File: src/rtl/rst_seq_ctrl.sv
// rst_seq_ctrl: releases reset domains in order after a synchronised reset release, then runs an init handshake with a timeout.
`timescale 1ns/1ps
module rst_seq_ctrl #(
  parameter int NUM_STAGES   = 4,
  parameter int STAGE_GAP    = 8,
  parameter int SYNC_STAGES  = 2,
  parameter int INIT_TIMEOUT = 1024
) (
  input  logic                  clk_tb,
  input  logic                  rst,
  input  logic                  sw_rst_req,
  input  logic                  init_ack,
  output logic [NUM_STAGES-1:0] rst_out_n,
  output logic                  init_req,
  output logic                  rst_done,
  output logic                  init_timeout,
  output logic [2:0]            seq_state
);
  localparam int MAXC = STAGE_GAP > INIT_TIMEOUT ? STAGE_GAP : INIT_TIMEOUT;
  localparam int CW = $clog2(MAXC) + 1;
  localparam logic [CW-1:0] GAP_END = CW'(STAGE_GAP - 1);
  localparam logic [CW-1:0] TO_END = CW'(INIT_TIMEOUT - 1);
  typedef enum logic [2:0] {RST = 3'd0, SEQ = 3'd1, INIT = 3'd2, DONE = 3'd3, ERR = 3'd4, HOLD = 3'd5} state_t;
  state_t state;
  logic [CW-1:0] cnt;
  logic [SYNC_STAGES-1:0] sync;
  logic sw_ok;
  assign sw_ok = sw_rst_req && (state == SEQ || state == INIT || state == DONE || state == ERR);
  assign seq_state = state;
  always_ff @(posedge clk_tb or negedge rst) begin
    if (!rst) begin
      state        <= RST;
      cnt          <= '0;
      sync         <= '0;
      rst_out_n    <= '0;
      init_req     <= 1'b0;
      rst_done     <= 1'b0;
      init_timeout <= 1'b0;
    end else begin
      sync <= {sync[SYNC_STAGES-2:0], 1'b1};
      if (sw_ok) begin
        state        <= HOLD;
        cnt          <= '0;
        rst_out_n    <= '0;
        init_req     <= 1'b0;
        rst_done     <= 1'b0;
        init_timeout <= 1'b0;
      end else begin
        case (state)
          RST: if (sync[SYNC_STAGES-1]) begin
            state     <= SEQ;
            rst_out_n <= NUM_STAGES'(1);
            cnt       <= '0;
          end
          HOLD: if (cnt == GAP_END) begin
            state     <= SEQ;
            rst_out_n <= NUM_STAGES'(1);
            cnt       <= '0;
          end else cnt <= cnt + 1'b1;
          // once the top domain is out, one more full gap elapses before init starts
          SEQ: if (cnt == GAP_END) begin
            cnt <= '0;
            if (rst_out_n[NUM_STAGES-1]) begin
              state    <= INIT;
              init_req <= 1'b1;
            end else rst_out_n <= (rst_out_n << 1) | NUM_STAGES'(1);
          end else cnt <= cnt + 1'b1;
          INIT: if (init_ack) begin
            state    <= DONE;
            init_req <= 1'b0;
            rst_done <= 1'b1;
            cnt      <= '0;
          end else if (cnt == TO_END) begin
            state        <= ERR;
            init_req     <= 1'b0;
            init_timeout <= 1'b1;
            cnt          <= '0;
          end else cnt <= cnt + 1'b1;
          default: ;
        endcase
      end
    end
  end
endmodule

File: config.mk
export PLATFORM = sky130hd
export DESIGN_NAME = rst_seq_ctrl
export DESIGN_NICKNAME = d
export VERILOG_FILES = /design/src/rtl/rst_seq_ctrl.sv
export SDC_FILE = /design/constraint.sdc
export NUM_CORES = 1
export LEC_CHECK = 0
export ABC_CLOCK_PERIOD_IN_PS = 2650
export CORE_ASPECT_RATIO = 0.7
export CORE_MARGIN = 2
export CORE_UTILIZATION = 40
export DETAILED_ROUTE_END_ITERATION = 16
export PLACE_DENSITY = 0.58
export SYNTH_ARGS = -nofsm -noshare
export SYNTH_HDL_FRONTEND = slang
export SYNTH_SLANG_ARGS = --single-unit
File: constraint.sdc
create_clock -name clk_tb -period 2.65 [get_ports clk_tb]
set_input_delay 0.53 -clock clk_tb [delete_from_list [all_inputs] [get_ports clk_tb]]
set_output_delay 0.53 -clock clk_tb [all_outputs]
set_load 0.02 [all_outputs]
==> summary.txt, run 1 <==
Outcome
  • Status: complete, no violations

Cells and area
  • Area Growth Syn to Fin: 17.1%
  • Layout fillers: 315
  • Final Non-Filler Cells: approximately 210
  • ANT cells: 0
  • Fin nets: roughly 180
  • Final instance area: approximately 1600 um^2
  • Final core utilization: between 40% and 50%
  • Commonest non-fill, non-tap cell in the layout: dfrtp_1
  • Commonest cells after routing, fill and taps aside: dfrtp_1, nor2_1, nand2_1, clkdlybuf4s50_1, o21ai_0
  • Share of cells above drive strength 1: a little under a tenth

Drt
  • Via density: between 5 and 6
  • Via count: 1224
  • WL final: roughly 3200 um
  • Wire per inst: 14.8 um
  • DR DRC count: 0
  • Pre-antenna DRT Iters: 4
  • Final ANT Viol Nets: 0
  • 1st-iter DRT viols: 120

Clock tree
  • Clock transition at path regs: approximately 0.09 ns
  • CTS tree: yes
  • CTS root buffer: clkbuf_8
  • Num Clock Sinks: 23
  • # Post-CTS Setup Buffers: 0
  • Total CTS buffers: 3
  • Worst skew pair latency: 0.27 ns
  • CTS Hold Bufs: 0
  • Post-cts resize count: 0
  • CTS max path bufs: 2
  • H-tree depth: 1

Worst setup path
  • Slowest stage delay, CP: around 0.47 ns
  • R2R Path Start: cnt[0]
  • CP startpoint kind: primary input
  • WP data required: 2.87 ns
  • Critical path origin: init_ack
  • Max FO, Critical Path: 13
  • CP Class: in2reg
  • CP Capture Type: flip-flop
  • Critical path's slowest cell: clkdlybuf4s50_1
  • CP arrival: 2.56 ns
  • CP cell instances: clkdlybuf4s50_1 -> or3b_1 -> or3_1 -> o22a_1 -> nor4_1 -> a21o_1

GRT
  • First-pass GRT wire length: 5130 um
  • Grt ovf: 0
  • Largest net degree at the start of global routing: 24
  • M1 GR Usage: between 20% and 30%
  • GRT Total Usage: between 10% and 20%
  • Vias in the first global route: around 1000
  • Global route hottest layer: met1
  • GRT met3 Usage: under 10%
  • M2 GR Usage: between 20 and 25%
  • Antenna violations before repair: 0

Synth
  • Syn_nets: between 150 and 200
  • FFs w/ async S/R, synth: 100%
  • Synth cell types: 40
  • Register area share after synthesis: 42.3%
  • Synth Flop Type: dfrtp_1
  • #FFs+latches synth: 23
  • Avg Inst Size Synth: about 8.4 um^2
  • Post-synth EDFFs: 0
  • Synth Warn #: 0
  • Syn Inst Count: roughly 160
  • Mapped Area: about 1400 um^2

Die
  • Die height: 52.8 um
  • Floorplan row count: 17
  • Full die area: ~4000 um^2
  • Initial Util: between 40% and 50%
  • Die W: between 70 and 80 um
  • Core footprint: roughly 3200 um^2
  • Top Ports: 14

Pwr
  • Peak supply drop: between 0.3 and 0.4 mV
  • Clock power share: between 10% and 20%
  • Switching Share: a little under two fifths
  • Combinational share of power: 35.5%
  • Part of the power in registers: 44.8%
  • Leak Pwr: approximately 0.71 nW
  • Total power draw: 1.12 mW
  • Power Internal: between 0.6 and 0.7 mW
  • PwrDens: roughly 700 nW/um^2
  • Net Sw Power: approximately 0.42 mW

STA
  • # setup viols final: 0
  • Fin. Hold Viols: 0
  • Clock skew: 0.0106 ns
  • Fmax: between 0.4 and 0.5 GHz
  • Period utilization: 88.6%
  • Relative max-transition margin: roughly three fifths
  • Min Tclk post-route: roughly 2.3 ns
  • Final slew viol count: 0
  • Worst Max-Slew Pin Slew: 0.572 ns
  • Unrepaired setup endpoints after global routing: no
  • Post-route setup TNS: 0 ns

Place
  • I/O Buffers: 13
  • DP Wirelength: about 2300 um
  • Placed Cells incl. Taps: 210
  • GP Congestion: 0.837
  • Placed Area: approximately 1500 um^2

Worst hold path
  • Hold wc startpoint: sync[0]
  • Hold crit path type: reg2reg

Flow run
  • Max-Cap Viols: 0
-- stage by stage --
step | worst slack [ns] | hold slack, ns
2_1_floorplan | 0.678 | 0.234
3_3_place_gp | 0.0816 | 0.340
3_5_place_dp | 0.0347 | 0.354
4_1_cts | 0.313 | 0.372
5_1_grt | 0.0978 | 0.391
6_report | 0.302 | 0.364
-- cells by family (layout without fill, tap and decap cells) --
family	after synthesis	count (layout)	synth area share, %
fa+ha+maj	1	1	0.920
mux	4	4	3.04
other cells	1	1	0.276
buf+inv	20	34	6.16
xor+xnor	1	1	0.644
compound gates	45	45	21.4
flops	23	23	42.3
simple gates	67	67	25.2
-- cell type report --
class	count	area, um^2	share of cell area (%)
clock buffers	4	45.0	2.83
inverters	9	33.8	2.12
multi-input cells	119	701	44.0
flip-flops and latches	23	576	36.1
well taps	38	47.5	2.99
repair buffers	21	190	11.9
-- cells in the mapped netlist (all sizes together), types with 3 or more instances --
| master | instances | share of area, % |
|---|---|---|
| or3 | 3 | 1.4 |
| clkbuf | 9 | 2.5 |
| dfrtp | 23 | 42 |
| nor3 | 5 | 1.8 |
| nand3 | 6 | 2.2 |
| nor2b | 5 | 2.3 |
| nand2 | 13 | 3.6 |
| o21ai | 14 | 5.2 |
| nor4 | 7 | 3.7 |
| nor2 | 17 | 4.7 |
| a21oi | 8 | 2.9 |
| inv | 9 | 2.5 |
| a21o | 6 | 3.3 |
| nand4 | 4 | 1.8 |
| mux2i | 3 | 2.2 |
-- path summary, 6_finish.rpt --
kind                                      to  slack (ns)  cells past startpoint
worst max-delay path                  cnt[7]        0.30                      6
worst min-delay path                 sync[1]        0.36                      0
worst max register to register        cnt[4]        0.53                      6
worst min register to register       sync[1]        0.36                      0
max in group asynchronous       seq_state[2]        1.80                      2
min in group asynchronous             cnt[5]        0.61                      2
-- power by group through the flow --
stage	Combinational (mW)	Sequential (mW)	Clock [mW]
2_1_floorplan	0.304	0.473	0
3_3_place_gp	0.390	0.504	0
3_5_place_dp	0.397	0.507	0
4_1_cts	0.398	0.500	0.227
5_1_grt	0.446	0.517	0.240
6_report	0.397	0.501	0.221
-- worst max-delay path, delay by kind of cell --
kind                   cells  cell delay (ns)
and+or+nand+nor            3             1.06
AOI/OAI and AO/OA          2             0.50
buffers and inverters      1             0.47
-- routing by layer --
metal	share of wire (%)	vias to the layer above
met5	0	-
met4	1.1	0
met3	4.2	4
met2	41	28
met1	54	585
li1	-	607
-- flip-flops by register name, indices dropped and copies added, names as in the netlist --
name,cells
cnt,11
init_req,1
init_timeout,1
rst_done,1
rst_out_n,4
seq_state,3
sync,2
(Power assumes the default switching activity.)
==> run 2, diff against run 1 <==
--- a/config.mk
+++ b/config.mk
@@ -5,7 +5,6 @@
 export SDC_FILE = /design/constraint.sdc
 export NUM_CORES = 1
 export LEC_CHECK = 0
-export ABC_CLOCK_PERIOD_IN_PS = 2650
 export CORE_ASPECT_RATIO = 0.7
 export CORE_MARGIN = 2
 export CORE_UTILIZATION = 40
==> results of run 2 <==
No change in the layout: final DEF, timing and power equal those of run 1.
==> run 3, diff against run 2 <==
--- a/config.mk
+++ b/config.mk
@@ -5,7 +5,7 @@
 export SDC_FILE = /design/constraint.sdc
 export NUM_CORES = 1
 export LEC_CHECK = 0
-export CORE_ASPECT_RATIO = 0.7
+export CORE_ASPECT_RATIO = 1.25
 export CORE_MARGIN = 2
 export CORE_UTILIZATION = 40
 export DETAILED_ROUTE_END_ITERATION = 16
==> run 3 against run 2 <==
Effect of this change: critical endpoint unchanged; clock skew down 0.0067 ns; largest cell class unchanged; count of clock-buffer cells in the layout decreased by 1; cell count decreased by 0.47%; critical path depth did not move; total power rose by 0.20%; sequential share of layout area did not move; routed wire length is 5.3% lower; maximum frequency down 0.51%; sequential cell count did not move.
==> summary.txt, run 3 (synthesis gave the netlist of run 1 again) <==
Outcome
  • Status: complete, no violations

Cells and area
  • ANT cells: 0
  • Final Non-Filler Cells: 213
  • Commonest cells after routing, fill and taps aside: dfrtp_1, nor2_1, nand2_1, clkdlybuf4s50_1, o21ai_0
  • Max FFs per register: 11
  • Fin nets: around 180
  • Share of cells above drive strength 1: under 10%
  • Layout fillers: 320
  • Area Growth Syn to Fin: 17.1%
  • Commonest non-fill, non-tap cell in the layout: dfrtp_1
  • Reg with most FFs: cnt

GRT
  • Vias in the first global route: approximately 1100
  • M1 GR Usage: between 15 and 20%
  • Grt ovf: 0
  • Largest net degree at the start of global routing: 24
  • Global route hottest layer: met2
  • First-pass GRT wire length: 5180 um
  • GRT met3 Usage: 2.61%
  • GRT Total Usage: between 10% and 20%
  • Antenna violations before repair: 0
  • M2 GR Usage: 29.2%

Place
  • DP Wirelength: around 2200 um
  • Placed Cells incl. Taps: between 200 and 250
  • GP Congestion: 0.796
  • I/O Buffers: 13
  • Pre-CTS WS: between 0.04 and 0.05 ns

Clock tree
  • H-tree depth: 1
  • CTS root buffer: clkbuf_8
  • # Post-CTS Setup Buffers: 0
  • Total CTS buffers: 3
  • CTS max path bufs: 2
  • CTS Hold Bufs: 0
  • Post-cts resize count: 0
  • Clock transition at path regs: 0.09 ns
  • CTS tree: yes
  • Num Clock Sinks: 23
  • Worst skew pair latency: 0.26 ns

Worst setup path
  • CP cell instances: clkdlybuf4s50_1 -> or3b_1 -> or3_1 -> o22a_1 -> nor4_1 -> a21o_1
  • CP arrival: between 2 and 3 ns
  • Critical path's slowest cell: clkdlybuf4s50_1
  • CP Capture Type: flip-flop
  • WP data required: between 2 and 3 ns
  • CP startpoint kind: primary input
  • Slowest stage delay, CP: 0.41 ns
  • Max FO, Critical Path: 13
  • CP Class: in2reg

STA
  • Final slew viol count: 0
  • Relative max-transition margin: between 50 and 60%
  • Clock skew: 0.00385 ns
  • Worst Slack Setup Final: between 0.2 and 0.3 ns
  • Fmax: 0.424 GHz
  • Unrepaired setup endpoints after global routing: no
  • Worst Max-Slew Pin Slew: ~0.6 ns
  • Fin. Hold Viols: 0
  • Post-route setup TNS: 0 ns
  • Min Tclk post-route: around 2.4 ns
  • Worst hold slack: 0.362 ns
  • Period utilization: between 80% and 90%
  • # setup viols final: 0

Pwr
  • Peak supply drop: roughly 0.52 mV
  • Leak Pwr: a little over 0.7 nW
  • Total power draw: around 1.1 mW
  • PwrDens: 704 nW/um^2

Drt
  • 1st-iter DRT viols: 23
  • Wire per inst: 14.1 um
  • WL final: around 3000 um
  • Via density: ~5.7
  • Final ANT Viol Nets: 0
  • Via count: 1211
  • Pre-antenna DRT Iters: 4
  • DR DRC count: 0

Die
  • Floorplan row count: 23
  • Die height: around 69 um
  • Initial Util: between 40 and 50%
  • Core footprint: 3220 um^2
  • Top Ports: 14
  • Die W: ~56 um
  • Full die area: roughly 4000 um^2

Worst hold path
  • Hold crit path type: reg2reg

Flow run
  • Max-Cap Viols: 0
run 3: cell types whose count changed in the layout (fill, tap and decap cells not counted):
cell and change:
clkinv_2 +1, clkbuf_1 -1
run 3: worst max-delay path, delay by kind of cell:
kind,cells,cell delay [ns]
and+or+nand+nor,3,1.11
AOI/OAI and AO/OA,2,0.51
buffers and inverters,1,0.41
run 3: layer usage:
metal  vias to the layer above  part of all wire, %
met4                         0                 0.80
met5                         -                    0
met1                       583                   45
li1                        603                    -
met3                         2                  2.8
met2                        23                   52
run 3: worst paths after layout:
kind / cells after the start / startpoint / end / slack, ns
worst min register to register: 0 / sync[0] / sync[1] / 0.36
max in group asynchronous: 2 / rst / cnt[2] / 1.80
worst max-delay path: 6 / init_ack / cnt[7] / 0.29
worst max register to register: 6 / cnt[0] / cnt[3] / 0.52
min in group asynchronous: 2 / rst / rst_done / 0.61
worst min-delay path: 0 / sync[0] / sync[1] / 0.36
run 3: power by group:
part           switching (mW)  internal, mW
clock                   0.119         0.105
sequential             0.0719         0.405
combinational           0.233         0.188
total                   0.424         0.698
run 3: layout make-up:
cell class | instances | area (um^2) | share of cell area, %
clock inverters | 1 | 5.00 | 0.314
clock buffers | 3 | 41.3 | 2.59
multi-input cells | 119 | 701 | 44.0
flip-flops and latches | 23 | 576 | 36.1
repair buffers | 21 | 190 | 11.9
well taps | 37 | 46.3 | 2.91
inverters | 9 | 33.8 | 2.12
run 3: through the flow:
| stage | cell area, um^2 | util (%) |
|---|---|---|
| after global routing | 1590 | 49.4 |
| after CTS | 1590 | 49.4 |
| after detailed placement | 1550 | 48.0 |
| after floorplan | 1360 | - |
| final | 1590 | 49.4 |
| after global placement | 1550 | 48.0 |
